### config.mk
export PLATFORM = sky130hd
export DESIGN_NAME = prog_clock_divider
export DESIGN_NICKNAME = d
export VERILOG_FILES = /design/src/rtl/prog_clock_divider.sv
export SDC_FILE = /design/constraint.sdc
export NUM_CORES = 1
export LEC_CHECK = 0
export BUFFER_PORTS_ARGS = -buffer_cell sky130_fd_sc_hd__buf_4
export CORE_MARGIN = 3
export CORE_UTILIZATION = 60
export CTS_CLUSTER_SIZE = 24
export DETAILED_ROUTE_END_ITERATION = 10
export PLACE_DENSITY = 0.77
export SLEW_MARGIN = 5
export SYNTH_ARGS = -nofsm -noshare
export SYNTH_HDL_FRONTEND = slang
export SYNTH_SLANG_ARGS = --single-unit
### constraint.sdc
create_clock -name clkIN -period 10.6 [get_ports clkIN]
set_input_delay 0.53 -clock clkIN [delete_from_list [all_inputs] [get_ports clkIN]]
set_output_delay 0.53 -clock clkIN [all_outputs]
set_load 0.1 [all_outputs]
### src/rtl/prog_clock_divider.sv
// Multi-channel programmable clock-enable generator: per-channel
// square wave and one-cycle tick, each with a loadable divisor.
//
// Ports:
//   clkIN        system clock, rising edge
//   rst          asynchronous active-high reset
//   en           per-channel count enable
//   load         one-cycle divisor load strobe
//   load_ch      target channel of the load
//   load_div     new divisor (values below 2 clamp to 2)
//   load_restart with load: restart the target channel now
//   clkOUT       per-channel registered square wave
//   tick         per-channel one-cycle pulse per period
//   load_err     one-cycle pulse on a rejected or clamped load
module prog_clock_divider #(
  parameter int CHANNELS    = 4,
  parameter int WIDTH       = 27,
  parameter int DEFAULT_DIV = 125_000_000,
  localparam int CH_W =
    (CHANNELS > 1) ? $clog2(CHANNELS) : 1
) (
  input  logic                clkIN,
  input  logic                rst,
  input  logic [CHANNELS-1:0] en,
  input  logic                load,
  input  logic [CH_W-1:0]     load_ch,
  input  logic [WIDTH-1:0]    load_div,
  input  logic                load_restart,
  output logic [CHANNELS-1:0] clkOUT,
  output logic [CHANNELS-1:0] tick,
  output logic                load_err
);

  localparam logic [WIDTH-1:0] ONE = WIDTH'(1);
  localparam logic [WIDTH-1:0] MIN_DIV = WIDTH'(2);
  // A misconfigured default below 2 runs as 2.
  localparam logic [WIDTH-1:0] DEF_DIV =
    (DEFAULT_DIV < 2) ? MIN_DIV : WIDTH'(DEFAULT_DIV);

  logic [WIDTH-1:0] cnt_q [CHANNELS];
  logic [WIDTH-1:0] cnt_d [CHANNELS];
  logic [WIDTH-1:0] div_act_q [CHANNELS];
  logic [WIDTH-1:0] div_act_d [CHANNELS];
  logic [WIDTH-1:0] div_pend_q [CHANNELS];
  logic [WIDTH-1:0] div_pend_d [CHANNELS];
  logic [CHANNELS-1:0] clk_q, clk_d;
  logic [CHANNELS-1:0] tick_q, tick_d;
  logic [CHANNELS-1:0] wrap, sel;
  logic load_err_q, load_err_d;
  logic ch_ok, div_low;
  logic [WIDTH-1:0] ld_val;

  always_comb begin
    ch_ok   = 32'(load_ch) < 32'(CHANNELS);
    div_low = load_div < MIN_DIV;
    ld_val  = div_low ? MIN_DIV : load_div;
    load_err_d = load & (~ch_ok | div_low);
    wrap = '0;
    sel  = '0;
    for (int i = 0; i < CHANNELS; i++) begin
      cnt_d[i]      = cnt_q[i];
      div_act_d[i]  = div_act_q[i];
      div_pend_d[i] = div_pend_q[i];
      clk_d[i]      = clk_q[i];
      tick_d[i]     = 1'b0;
      wrap[i] = en[i] &&
        (cnt_q[i] == div_act_q[i] - ONE);
      sel[i] = load && ch_ok &&
        (32'(load_ch) == 32'(i));
      if (wrap[i]) begin
        cnt_d[i]     = '0;
        clk_d[i]     = 1'b0;
        tick_d[i]    = 1'b1;
        div_act_d[i] = div_pend_q[i];
      end else if (en[i]) begin
        cnt_d[i] = cnt_q[i] + ONE;
        clk_d[i] = (cnt_q[i] + ONE) >=
          (div_act_q[i] >> 1);
      end
      if (sel[i]) begin
        div_pend_d[i] = ld_val;
        if (load_restart) begin
          div_act_d[i] = ld_val;
          cnt_d[i]     = '0;
          clk_d[i]     = 1'b0;
          tick_d[i]    = 1'b0;
        end else if (wrap[i]) begin
          // A load landing on the wrap edge beats
          // the older pending value.
          div_act_d[i] = ld_val;
        end
      end
    end
  end

  always_ff @(posedge clkIN or posedge rst) begin
    if (rst) begin
      for (int i = 0; i < CHANNELS; i++) begin
        cnt_q[i]      <= '0;
        div_act_q[i]  <= DEF_DIV;
        div_pend_q[i] <= DEF_DIV;
      end
      clk_q      <= '0;
      tick_q     <= '0;
      load_err_q <= 1'b0;
    end else begin
      for (int i = 0; i < CHANNELS; i++) begin
        cnt_q[i]      <= cnt_d[i];
        div_act_q[i]  <= div_act_d[i];
        div_pend_q[i] <= div_pend_d[i];
      end
      clk_q      <= clk_d;
      tick_q     <= tick_d;
      load_err_q <= load_err_d;
    end
  end

  assign clkOUT   = clk_q;
  assign tick     = tick_q;
  assign load_err = load_err_q;

endmodule

Word-level counts from Yosys, hierarchy flattened. Index checks and enable logic that the tools add are counted.

Bits in registers: 333. Bits in latches: 0. RAM bits: 0. Bits in read-only memories: 0. Bits of input ports: 37. Output and inout bits: 9. Logic and storage cells: 106. Memories kept: 0.

$add $sub $neg: 8. Multiply operators: 0. Div/mod/pow operators: 0. $lt $le $gt $ge: 5. Equality and inequality tests: 7. Shift operators: 0. Muxes and demuxes: 61. Bitwise logic cells: 1. Reductions and logical operators: 9.

Operator list (count): 27-bit 2-to-1 mux (33); 27-bit by 1-bit adder with 27-bit output, second input constant (4); 27-bit == test (4); 27-bit by 26-bit greater-or-equal comparator with 1-bit output (4); 27-bit by 1-bit subtractor with 27-bit output, second input constant (4); 1-bit 2-to-1 mux (28); 27-bit by 2-bit < comparator with 1-bit output, second input constant (1); 1-bit logical AND (8); 2-bit == test, second input constant (2); 2-bit by 1-bit == test with 1-bit output, second input constant (1); 2-bit logical NOT (1); 1-bit AND (1).

Logic depth before layout (Yosys ltp). Gate-level depths: netlist of the first run.

Depth in word-level cells: 7. Depth in mapped cells: 20. Mapped depth without buffers: 17.

Worst setup path after synthesis of the first run. Ideal clock, no wire load.

Path type: register to register. Start point: register div_act_q[54] (netlist bit). End point: register div_act_q[69] (netlist bit). Setup time: 0.123 ns. Data arrival time: 3.818 ns. Data required time: 10.477 ns. Slack: 6.660 ns. Cell stages (with the launch flop): 14. Path buffers: 2. Clock period less this slack: 3.940 ns. Path through: dfrtp_1 -> inv_1 -> ha_1 -> or4b_1 -> clkbuf_1 -> nor3_1 -> a21oi_1 -> or4b_1 -> or4_1 -> or4_4 -> o31ai_4 -> buf_6 -> nand2_1 -> o221a_2.

RTL lines: start: declaration (line 42) `logic [WIDTH-1:0] div_act_q [CHANNELS];`; start signal: indexed assignment (line 109) `div_act_q[i] <= div_act_d[i];`.

==> flow_summary.json, run 1 <==
{
  "status": "finished, final reports clean",
  "die_w_um": 201,
  "clkTransAtPathRegs_ps": 60,
  "dpl.hpwl_mm": 43.8,
  "synth_nets": 2844,
  "cts.sinks": 333,
  "vias": 19500,
  "ys_types": 81,
  "cts_tree": "yes",
  "fin_crit_ps": 4840,
  "overflow": 0,
  "drive_gt1_share_pct": 10.9,
  "first_global_vias": 19100,
  "synth.most_common_cell": "nand2_1",
  "final_cells": 3155,
  "n_antenna_cell": 0,
  "dr.pass1.iters": 5,
  "chipHeight_um": 201,
  "track_usage_pct": 30.1,
  "wl_per_cell_um": 19.3,
  "ioPinCount": 46,
  "layout.nets": 2770,
  "drtIter0Drc": 1343,
  "grt_pass1_wl_mm": 99.9,
  "synth_edf_count": 0,
  "hold_class": "in -> async",
  "synth_top_area_share_pct": 25.2,
  "p_switching_uw": 1450,
  "cts_resized": 0,
  "cts_buffers": 38,
  "end_kind": "flip-flop",
  "fin_util_pct": 66.3,
  "power_density_nw_per_um2": 173,
  "syn-cell-area_um2": 22800,
  "clk_latency_ps": 580,
  "viasPerCell": 6.17,
  "synthTopCellsByCount": "nand2_1 (435), nor2_1 (231), dfrtp_1 (229)",
  "synth_area_leader_cell": "dfrtp_1",
  "start_util_pct": 61.6,
  "ant_nets": 0,
  "drc": 0,
  "final-setup-viol-count": 0,
  "multi_input_area_um2": 13000,
  "skew_ps": 23.6,
  "finalHoldViolCount": 0,
  "placed_area_um2": 23200,
  "area_growth_pct": 7.66,
  "gp_congestion": 0.942,
  "pwr-share-seq_pct": 42.9,
  "synth.avg_cell_area_um2": 8.44,
  "rsz0062_at_grt": "no",
  "worst_pin_slew_ps": 1200,
  "cts_hold_buf": 0,
  "cts_htree_levels": 2,
  "rows": 70,
  "criticalPathCategory": "reg -> reg",
  "synth_warnings": 0,
  "power_frac_clock_pct": 31.9,
  "drv_cap": 0,
  "syn_inst": 2695,
  "crit_arrival_ps": 5330,
  "max_freq_mhz": 207,
  "dpl.cell_count": 3085,
  "ys_ff_latch": 333,
  "synthArstFlopShare_pct": 100,
  "design.die.area_um2": 40300,
  "synth_top_flop_cell": "dfrtp_1",
  "peakVddDrop_mv": 0.184,
  "combPwrFrac_pct": 25.2,
  "post_cts_buffers": 0,
  "cts_root_buf": "clkbuf_16",
  "wl_mm": 60.9,
  "start_kind": "flip-flop",
  "cp.required_ps": 11100,
  "portBuffers": 45,
  "power.leakage_uw": 0.0117,
  "cts_max_path_buffers": 3,
  "worst-path-max-fanout": 33,
  "maxSlewViolCount": 0,
  "swShare_pct": 34.2,
  "yosys-top-cells-area": "dfrtp_1 (25%), dfstp_2 (12%), nand2_1 (7.2%)",
  "ys_seq_area_share_pct": 37.2,
  "core_um2": 37000,
  "p_int_uw": 2790,
  "tns_ps": 0,
  "grt_max_degree": 164,
  "final_area_um2": 24500,
  "seq_area_um2": 8460,
  "maxSlewHeadroom_pct": 19.6,
  "n_fill_cell": 3063,
  "finalCritPeriodShare_pct": 45.6,
  "antenna_found_initial": 0
}
## routing by layer
metal  global-route usage (%)  routed length (um)  up-vias
met3                     5.59                4100      138
met2                     49.0               28600      603
met1                     40.1               25900     9496
met4                     11.4                2190        0
li1                         -                   -     9214
met5                    0.238                   0        -
## worst paths after layout
| kind | start | to | slack [ps] | depth (start not counted) |
|---|---|---|---|---|
| hold reg to reg | div_pend_q[33] | div_pend_q[33] | 450 | 2 |
| setup / recovery | div_act_q[59] | div_act_q[74] | 5760 | 10 |
| max in group asynchronous | rst | div_pend_q[36] | 9150 | 3 |
| setup reg to reg | div_act_q[59] | div_act_q[74] | 5760 | 10 |
| hold / removal | rst | cnt_q[32] | 100 | 2 |
| min in group clkIN | load_div[11] | div_pend_q[92] | 220 | 3 |
## power by group through the flow
| stage | logic (uW) | registers (uW) | clock network [uW] |
|---|---|---|---|
| 3_3_place_gp | 1010 | 1820 | 0 |
| 3_5_place_dp | 1050 | 1830 | 0 |
| 2_1_floorplan | 884 | 1680 | 0 |
| 4_1_cts | 1060 | 1810 | 1380 |
| 5_1_grt | 1200 | 1850 | 1430 |
| 6_report | 1070 | 1810 | 1350 |
## flip-flops by register name (all words and copies together), names as in the netlist
register	flops
div_act_q	108
cnt_q	108
tick	4
clkOUT	4
load_err	1
div_pend_q	108
## cell type report
cell class / count / share of cell area, %
Timing Repair Buffer: 64 / 2.01
Inverter: 153 / 2.38
Clock buffer: 53 / 4.40
Sequential cell: 333 / 34.5
Multi-Input combinational cell: 2031 / 53.3
Clock inverter: 17 / 0.833
Tap cell: 504 / 2.57
## worst max-delay path, cell delays in order, from the launching register on
cell and delay [ps]:
dfrtp_1 440, or4_1 700, or4_1 700, nor4b_2 450, nor3b_1 230, o31ai_1 100, a21o_1 210, or4_1 550
nand2_1 610, buf_4 480, o221a_2 270
## kinds of logic (layout without fill, tap and decap cells)
group / Yosys count / in the layout / share of synthesized area [%]
mux: 41 / 41 / 1.84
compound gates: 427 / 427 / 13.1
xor+xnor: 312 / 312 / 12.0
flops: 333 / 333 / 37.2
fa+ha+maj: 112 / 112 / 6.16
buf+inv: 331 / 287 / 5.61
simple gates: 1139 / 1139 / 24.1
## stage by stage
step	setup WS, ps	total power (uW)	hold WS, ps
global route	5300	4480	154
global placement	5900	2830	442
finish	5760	4230	97.4
CTS	5780	4250	116
floorplan	1020	2560	431
detailed placement	5820	2880	444
## cells in the final DEF (no fill, tap or decap), types with 7 or more instances in the layout
cell type,n
a32oi_1,8
or3_1,20
clkbuf_1,9
xnor2_1,143
o221a_2,27
a21o_1,58
xor2_1,169
nor2_1,231
dfrtp_1,229
o31a_1,7
o22ai_1,56
nand4_1,79
and2_1,17
nor2b_1,11
buf_4,63
o31ai_1,11
and3_1,54
o21ai_0,85
a21oi_1,56
ha_1,112
nor4_1,49
dfstp_2,104
nand3_1,79
o211ai_1,12
inv_1,151
a31oi_1,15
mux2i_1,35
nand2b_1,15
or2_2,8
nand2_1,435
clkbuf_16,39
nor3_1,53
nor4b_1,7
o21a_1,14
a211oi_1,11
a2111oi_0,7
and4_1,22
or4_1,25
Power figures use the tool's default switching activity.
==> run 2, diff against run 1 <==
--- a/config.mk
+++ b/config.mk
@@ -5,6 +5,7 @@
 export SDC_FILE = /design/constraint.sdc
 export NUM_CORES = 1
 export LEC_CHECK = 0
+export ABC_AREA = 1
 export BUFFER_PORTS_ARGS = -buffer_cell sky130_fd_sc_hd__buf_4
 export CORE_MARGIN = 3
 export CORE_UTILIZATION = 60
==> constraint.sdc (replaced) <==
create_clock -name clkIN -period 4.8 [get_ports clkIN]
set_input_delay 0.24 -clock clkIN [delete_from_list [all_inputs] [get_ports clkIN]]
set_output_delay 0.24 -clock clkIN [all_outputs]
set_load 0.1 [all_outputs]
==> flow_summary.json, run 2 <==
{
  "r2r_setup_slack_ps": 1150,
  "fin_crit_ps": 3650,
  "post_cts_buffers": 0,
  "peakVddDrop_mv": 0.392,
  "synth_top_flop_cell": "dfrtp_1",
  "r2r-end": "clkOUT[2]",
  "synthTopCellsByCount": "nand2_1 (1142), inv_1 (479), nor2_1 (470)",
  "core_um2": 43300,
  "pwr-share-seq_pct": 34.3,
  "top_regs": "cnt_q (108), div_act_q (108), div_pend_q (108)",
  "skew_ps": 15.6,
  "tns_ps": 0,
  "overflow": 0,
  "area_growth_pct": 8.67,
  "final_cell_mix": "nand2_1 (1141), inv_1 (476), nor2_1 (470)",
  "cts_root_buf": "clkbuf_16",
  "timing.critical_path.buf_inv": 1,
  "antenna_found_initial": 2,
  "clk_latency_ps": 580,
  "wl_per_cell_um": 17.8,
  "combPwrFrac_pct": 37.7,
  "mostFrequentLayoutCell": "nand2_1",
  "critical_path.slowest_cell": "dfrtp_1",
  "cts_max_path_buffers": 3,
  "viasPerCell": 5.72,
  "cts_htree_levels": 2,
  "synth_edf_count": 0,
  "worst_pin_slew_ps": 1270,
  "drtIter0Drc": 2890,
  "cp.required_ps": 5250,
  "ys_ff_latch": 333,
  "final-setup-viol-count": 0,
  "cts_tree": "yes",
  "crit_chain": "ha_1 -> nand2_1 -> inv_1 -> nand4_1 -> or2_2 -> nor3_1 -> nand2_1 -> xnor2_1 -> ha_1 -> nand4_1 -> a21oi_1 -> a211oi_1 -> nand2_1 -> nand2_1 -> o211ai_1 -> a21oi_1 -> nor2_1",
  "drv_cap": 0,
  "power_frac_clock_pct": 28.0,
  "syn-cell-area_um2": 26400,
  "chipHeight_um": 216,
  "criticalPathCategory": "reg -> reg",
  "design.die.area_um2": 46600,
  "wl_mm": 82.4,
  "dr.pass1.iters": 6,
  "p_int_uw": 7290,
  "finalHoldViolCount": 20,
  "hold_class": "in -> async",
  "start_kind": "flip-flop",
  "synthArstFlopShare_pct": 100,
  "critPathTopFamily": "simple AND/OR/NAND/NOR gates",
  "syn_inst": 4009,
  "grt_max_degree": 168,
  "synth_nets": 4158,
  "synth_top_area_share_pct": 21.7,
  "grt_pass1_wl_mm": 132,
  "yosys-top-cells-area": "dfrtp_1 (22%), nand2_1 (16%), dfstp_2 (10%)",
  "ant_nets": 0,
  "portBuffers": 45,
  "rsz0062_at_grt": "no",
  "swShare_pct": 41.1,
  "status": "finished, violations left",
  "gp_congestion": 0.990,
  "first_global_vias": 24600,
  "rows": 76,
  "cts_resized": 0,
  "maxSlewViolCount": 0,
  "crit_arrival_ps": 4090,
  "clkTransAtPathRegs_ps": 60,
  "synth_area_leader_cell": "dfrtp_1",
  "start_util_pct": 61.0,
  "ys_seq_area_share_pct": 32.0,
  "ioPinCount": 46,
  "r2r-start": "cnt_q[27]",
  "drc": 0,
  "synth_warnings": 0,
  "drive_gt1_share_pct": 7.59,
  "die_w_um": 216,
  "dpl.hpwl_mm": 60.2,
  "power.leakage_uw": 0.0144,
  "finalCritPeriodShare_pct": 76.0,
  "slowest_delay_ps": 530,
  "worst-path-max-fanout": 9,
  "worst_hold_slack_ps": -20.8,
  "max_freq_mhz": 274,
  "synth.most_common_cell": "nand2_1",
  "rr_worst_depth": 17,
  "power_density_nw_per_um2": 431,
  "violations": "hold timing",
  "vias": 26400,
  "p_switching_uw": 5090,
  "synth.avg_cell_area_um2": 6.59,
  "track_usage_pct": 35.1,
  "end_kind": "flip-flop",
  "layout.nets": 4150,
  "cts_buffers": 40,
  "ys_types": 46,
  "cts.sinks": 333,
  "maxSlewHeadroom_pct": 14.9,
  "crit_path_frequent_cell": "nand2_1"
}
-- run 2: cell types whose count changed after synthesis, moves of 52 or more --
cell,before,now
xnor2_1,143,33
a211oi_1,11,69
and3_1,54,0
clkbuf_1,150,75
nor2_1,231,470
o22ai_1,56,4
inv_1,152,479
a21o_1,58,3
nand2_1,435,1142
o21ai_0,85,175
nand3_1,80,444
-- run 2: area by class of cell --
class / count / area [um^2]
diodes: 1 / 2.50
clock buffers: 54 / 1160
clock inverters: 18 / 333
fillers: 3954 / 14600
inverters: 531 / 2000
multi-input cells: 3001 / 15200
flip-flops and latches: 333 / 8460
well taps: 585 / 732
repair buffers: 94 / 793
-- run 2: how the worst max path moves through the flow --
stage | from | end | slack, ps | cells past startpoint
final | cnt_q[27] | clkOUT[2] | 1150 | 17
after global routing | cnt_q[81] | clkOUT[0] | 790 | 21
after CTS | cnt_q[27] | clkOUT[2] | 1170 | 17
after detailed placement | cnt_q[27] | clkOUT[2] | 1190 | 17
after global placement | cnt_q[27] | clkOUT[2] | 1110 | 17
after floorplan | rst | clkOUT[0] | 200 | 1
-- run 2: kinds of logic after synthesis --
family,after synthesis,share of synthesized area [%]
AND/OR/NAND/NOR,2324,37.9
XOR/XNOR,170,5.74
AO/OA/AOI/OAI,395,8.54
adder cells (fa/ha/maj),112,5.31
flip-flops,333,32.0
buffers and inverters,675,10.4
-- run 2: power by group through the flow --
stage	Combinational, uW	Clock (uW)	Sequential [uW]
global route	5340	3630	4310
floorplan	3560	0	3990
global placement	4510	0	4250
CTS	4610	3510	4210
detailed placement	4560	0	4250
finish	4670	3460	4240
-- run 2: worst reg2reg max path, stage by stage, from the launching register on --
cell and delay, ps:
dfrtp_1 530, ha_1 270, nand2_1 100, inv_1 90, nand4_1 120, or2_2 340
nor3_1 340, nand2_1 180, xnor2_1 310, ha_1 300, nand4_1 200, a21oi_1 70
a211oi_1 220, nand2_1 100, nand2_1 60, o211ai_1 100, a21oi_1 150, nor2_1 60
-- run 2: timing repair --
item | in CTS | in global routing
endpoints found under the setup margin | 0 | 0
endpoints found under the hold margin | 37 | 0
hold buffers | 25 | 0
-- run 2: metrics by stage --
stage               util [%]  instance area (um^2)  cells  total power (uW)  setup WS [ps]
floorplan                  -                 26400   4009              7550            196
global placement        62.3                 27000   4519              8760           1110
detailed placement      62.3                 27000   4519              8810           1190
CTS                     66.3                 28700   4616             12300           1170
global route            66.3                 28700   4617             13300            790
finish                  66.3                 28700   4617             12400           1150
-- run 2: metal layers --
metal	part of all wire [%]	GRT usage [%]	vias to the layer above	wire length (um)
met5	0	0	-	0
met4	4.5	15.0	0	3670
met3	8.2	5.60	207	6720
met2	44	54.4	1146	36200
met1	43	48.9	12100	35700
li1	-	-	12900	-
==> run 3, diff against run 2 <==
--- a/config.mk
+++ b/config.mk
@@ -8,10 +8,10 @@
 export ABC_AREA = 1
 export BUFFER_PORTS_ARGS = -buffer_cell sky130_fd_sc_hd__buf_4
 export CORE_MARGIN = 3
-export CORE_UTILIZATION = 60
+export CORE_UTILIZATION = 59
 export CTS_CLUSTER_SIZE = 24
 export DETAILED_ROUTE_END_ITERATION = 10
-export PLACE_DENSITY = 0.77
+export PLACE_DENSITY = 0.79
 export SLEW_MARGIN = 5
 export SYNTH_ARGS = -nofsm -noshare
 export SYNTH_HDL_FRONTEND = slang
==> constraint.sdc (replaced) <==
create_clock -name clkIN -period 3.1 [get_ports clkIN]
set_input_delay 0.155 -clock clkIN [delete_from_list [all_inputs] [get_ports clkIN]]
set_output_delay 0.155 -clock clkIN [all_outputs]
set_load 0.1 [all_outputs]
==> flow_summary.json, run 3 (synthesis gave the netlist of run 2 again) <==
{
  "peakVddDrop_mv": 0.603,
  "cts_buffers": 39,
  "clkTransAtPathRegs_ps": 70,
  "viasPerCell": 5.71,
  "core_um2": 43600,
  "wl_mm": 84.4,
  "finalCritPeriodShare_pct": 98.8,
  "gp_congestion": 0.986,
  "area_growth_pct": 14.1,
  "portBuffers": 45,
  "start_util_pct": 60.5,
  "rsz0062_at_grt": "yes",
  "power_frac_clock_pct": 25.1,
  "fin_crit_ps": 3060,
  "drive_gt1_share_pct": 12.8,
  "finalHoldViolCount": 0,
  "cts_max_path_buffers": 3,
  "overflow": 0,
  "worst_hold_slack_ps": 122,
  "grtUsageMet1_pct": 47.4,
  "pwr-share-seq_pct": 33.1,
  "cp.required_ps": 3610,
  "maxSlewViolCount": 0,
  "grt_max_degree": 152,
  "max_freq_mhz": 327,
  "top_regs": "cnt_q (108), div_act_q (108), div_pend_q (108)",
  "clk_latency_ps": 580,
  "skew_ps": 19.2,
  "power_density_nw_per_um2": 648,
  "cts_htree_levels": 2,
  "vias": 27100,
  "swShare_pct": 42.3,
  "fin_util_pct": 69.1,
  "worst-path-max-fanout": 7,
  "hold_class": "in -> reg",
  "ioPinCount": 46,
  "cts_root_buf": "clkbuf_16",
  "final-setup-viol-count": 0,
  "mostFrequentLayoutCell": "nand2_1",
  "ant_nets": 0,
  "antenna_found_initial": 2,
  "p_int_uw": 11300,
  "maxSlewHeadroom_pct": 34.6,
  "grt_pass1_wl_mm": 134,
  "r2r-start": "cnt_q[30]",
  "design.die.area_um2": 47300,
  "min-delay-start": "load_div[1]",
  "worst_pin_slew_ps": 978,
  "power.leakage_uw": 0.0151,
  "rows": 76,
  "r2r_setup_slack_ps": 40,
  "grt-busiest-layer": "met2",
  "crit_arrival_ps": 3570,
  "chipHeight_um": 218,
  "drv_cap": 0,
  "gr-usage-met2_pct": 54.1,
  "final_cell_mix": "nand2_1 (1122), inv_1 (467), nor2_1 (442)",
  "status": "finished, final reports clean",
  "start_kind": "flip-flop",
  "drtIter0Drc": 3085,
  "die_w_um": 218,
  "end_kind": "flip-flop",
  "criticalPathCategory": "reg -> reg",
  "grt_use_met3_pct": 5.78,
  "worstSetupStartpoint": "cnt_q[30]",
  "first_global_vias": 25400,
  "dr.pass1.iters": 6,
  "drc": 0,
  "p_switching_uw": 8270,
  "layout.nets": 4273,
  "cts.sinks": 333,
  "wl_per_cell_um": 17.8,
  "cts_tree": "yes",
  "combPwrFrac_pct": 41.8,
  "dpl.hpwl_mm": 60.8,
  "track_usage_pct": 35.1
}
## run 3: cell types whose count changed in the layout (fill, tap and decap cells not counted), sizes merged
cell | previous run | this run
nor2 | 499 | 500
buf | 69 | 187
inv | 485 | 487
clkinv | 53 | 59
clkinvlp | 2 | 1
dlygate4sd3 | 25 | 30
bufinv | 9 | 4
clkbuf | 54 | 52
## run 3: repair_timing
item / in CTS / in global routing
endpoints found under the hold margin: 305 / 0
pin swaps: 0 / 54
resized for setup: 8 / 129
hold buffers: 30 / 0
cloned: 0 / 1
setup buffers: 0 / 24
setup endpoints to repair: 4 / 131
## run 3: path summary, 6_finish.rpt
kind | endpoint | depth (start not counted)
min | div_pend_q[82] | 3
max reg2reg | clkOUT[2] | 19
max | clkOUT[2] | 19
max in group asynchronous | div_act_q[50] | 4
min reg2reg | div_pend_q[105] | 2
min in group asynchronous | cnt_q[30] | 4
## run 3: cell type report
type | instances | area, um^2
Clock buffer | 52 | 1130
Sequential cell | 333 | 8460
Timing Repair Buffer | 217 | 1810
Clock inverter | 20 | 230
Multi-Input combinational cell | 3002 | 15800
Inverter | 531 | 2000
Fill cell | 3825 | 13500
Tap cell | 585 | 732
Antenna cell | 1 | 2.50
## run 3: per-stage QoR
step	power, uW	TNS (ps)	instances	setup slack, ps	area [um^2]
finish	19500	0	4741	37.6	30100
CTS	19000	-7.85	4715	-7.85	29400
global placement	13800	-91.8	4613	-91.1	27700
global route	20900	-564	4741	-198	30100
detailed placement	14000	-371	4613	-170	27700
floorplan	11700	-349600	4009	-1420	26400
## run 3: layer usage
metal	share of wire (%)	routed length, um
met1	42	35800
met2	44	37100
met3	7.8	6580
met4	5.8	4920
met5	0	0
## run 3: critical path: stages, from the launching register on
cell	delay, ps
dfrtp_1	370
nand2_2	80
nor3_4	250
nand3_2	150
nor2_4	170
inv_2	70
nor4_4	330
buf_4	220
nand2_2	60
nand2_2	90
nand2_4	60
ha_4	290
nand2_4	60
nor4_4	190
nand2_1	90
nor4_1	170
nand4_1	110
nand2_1	90
a21oi_1	40
nor2_1	100
## run 3: power by group through the flow
stage	clock, uW	combinational (uW)	sequential (uW)
after detailed placement	0	7510	6450
final	4910	8160	6450
after CTS	4970	7620	6390
after global placement	0	7380	6440
after global routing	5170	9220	6560
after floorplan	0	5520	6180
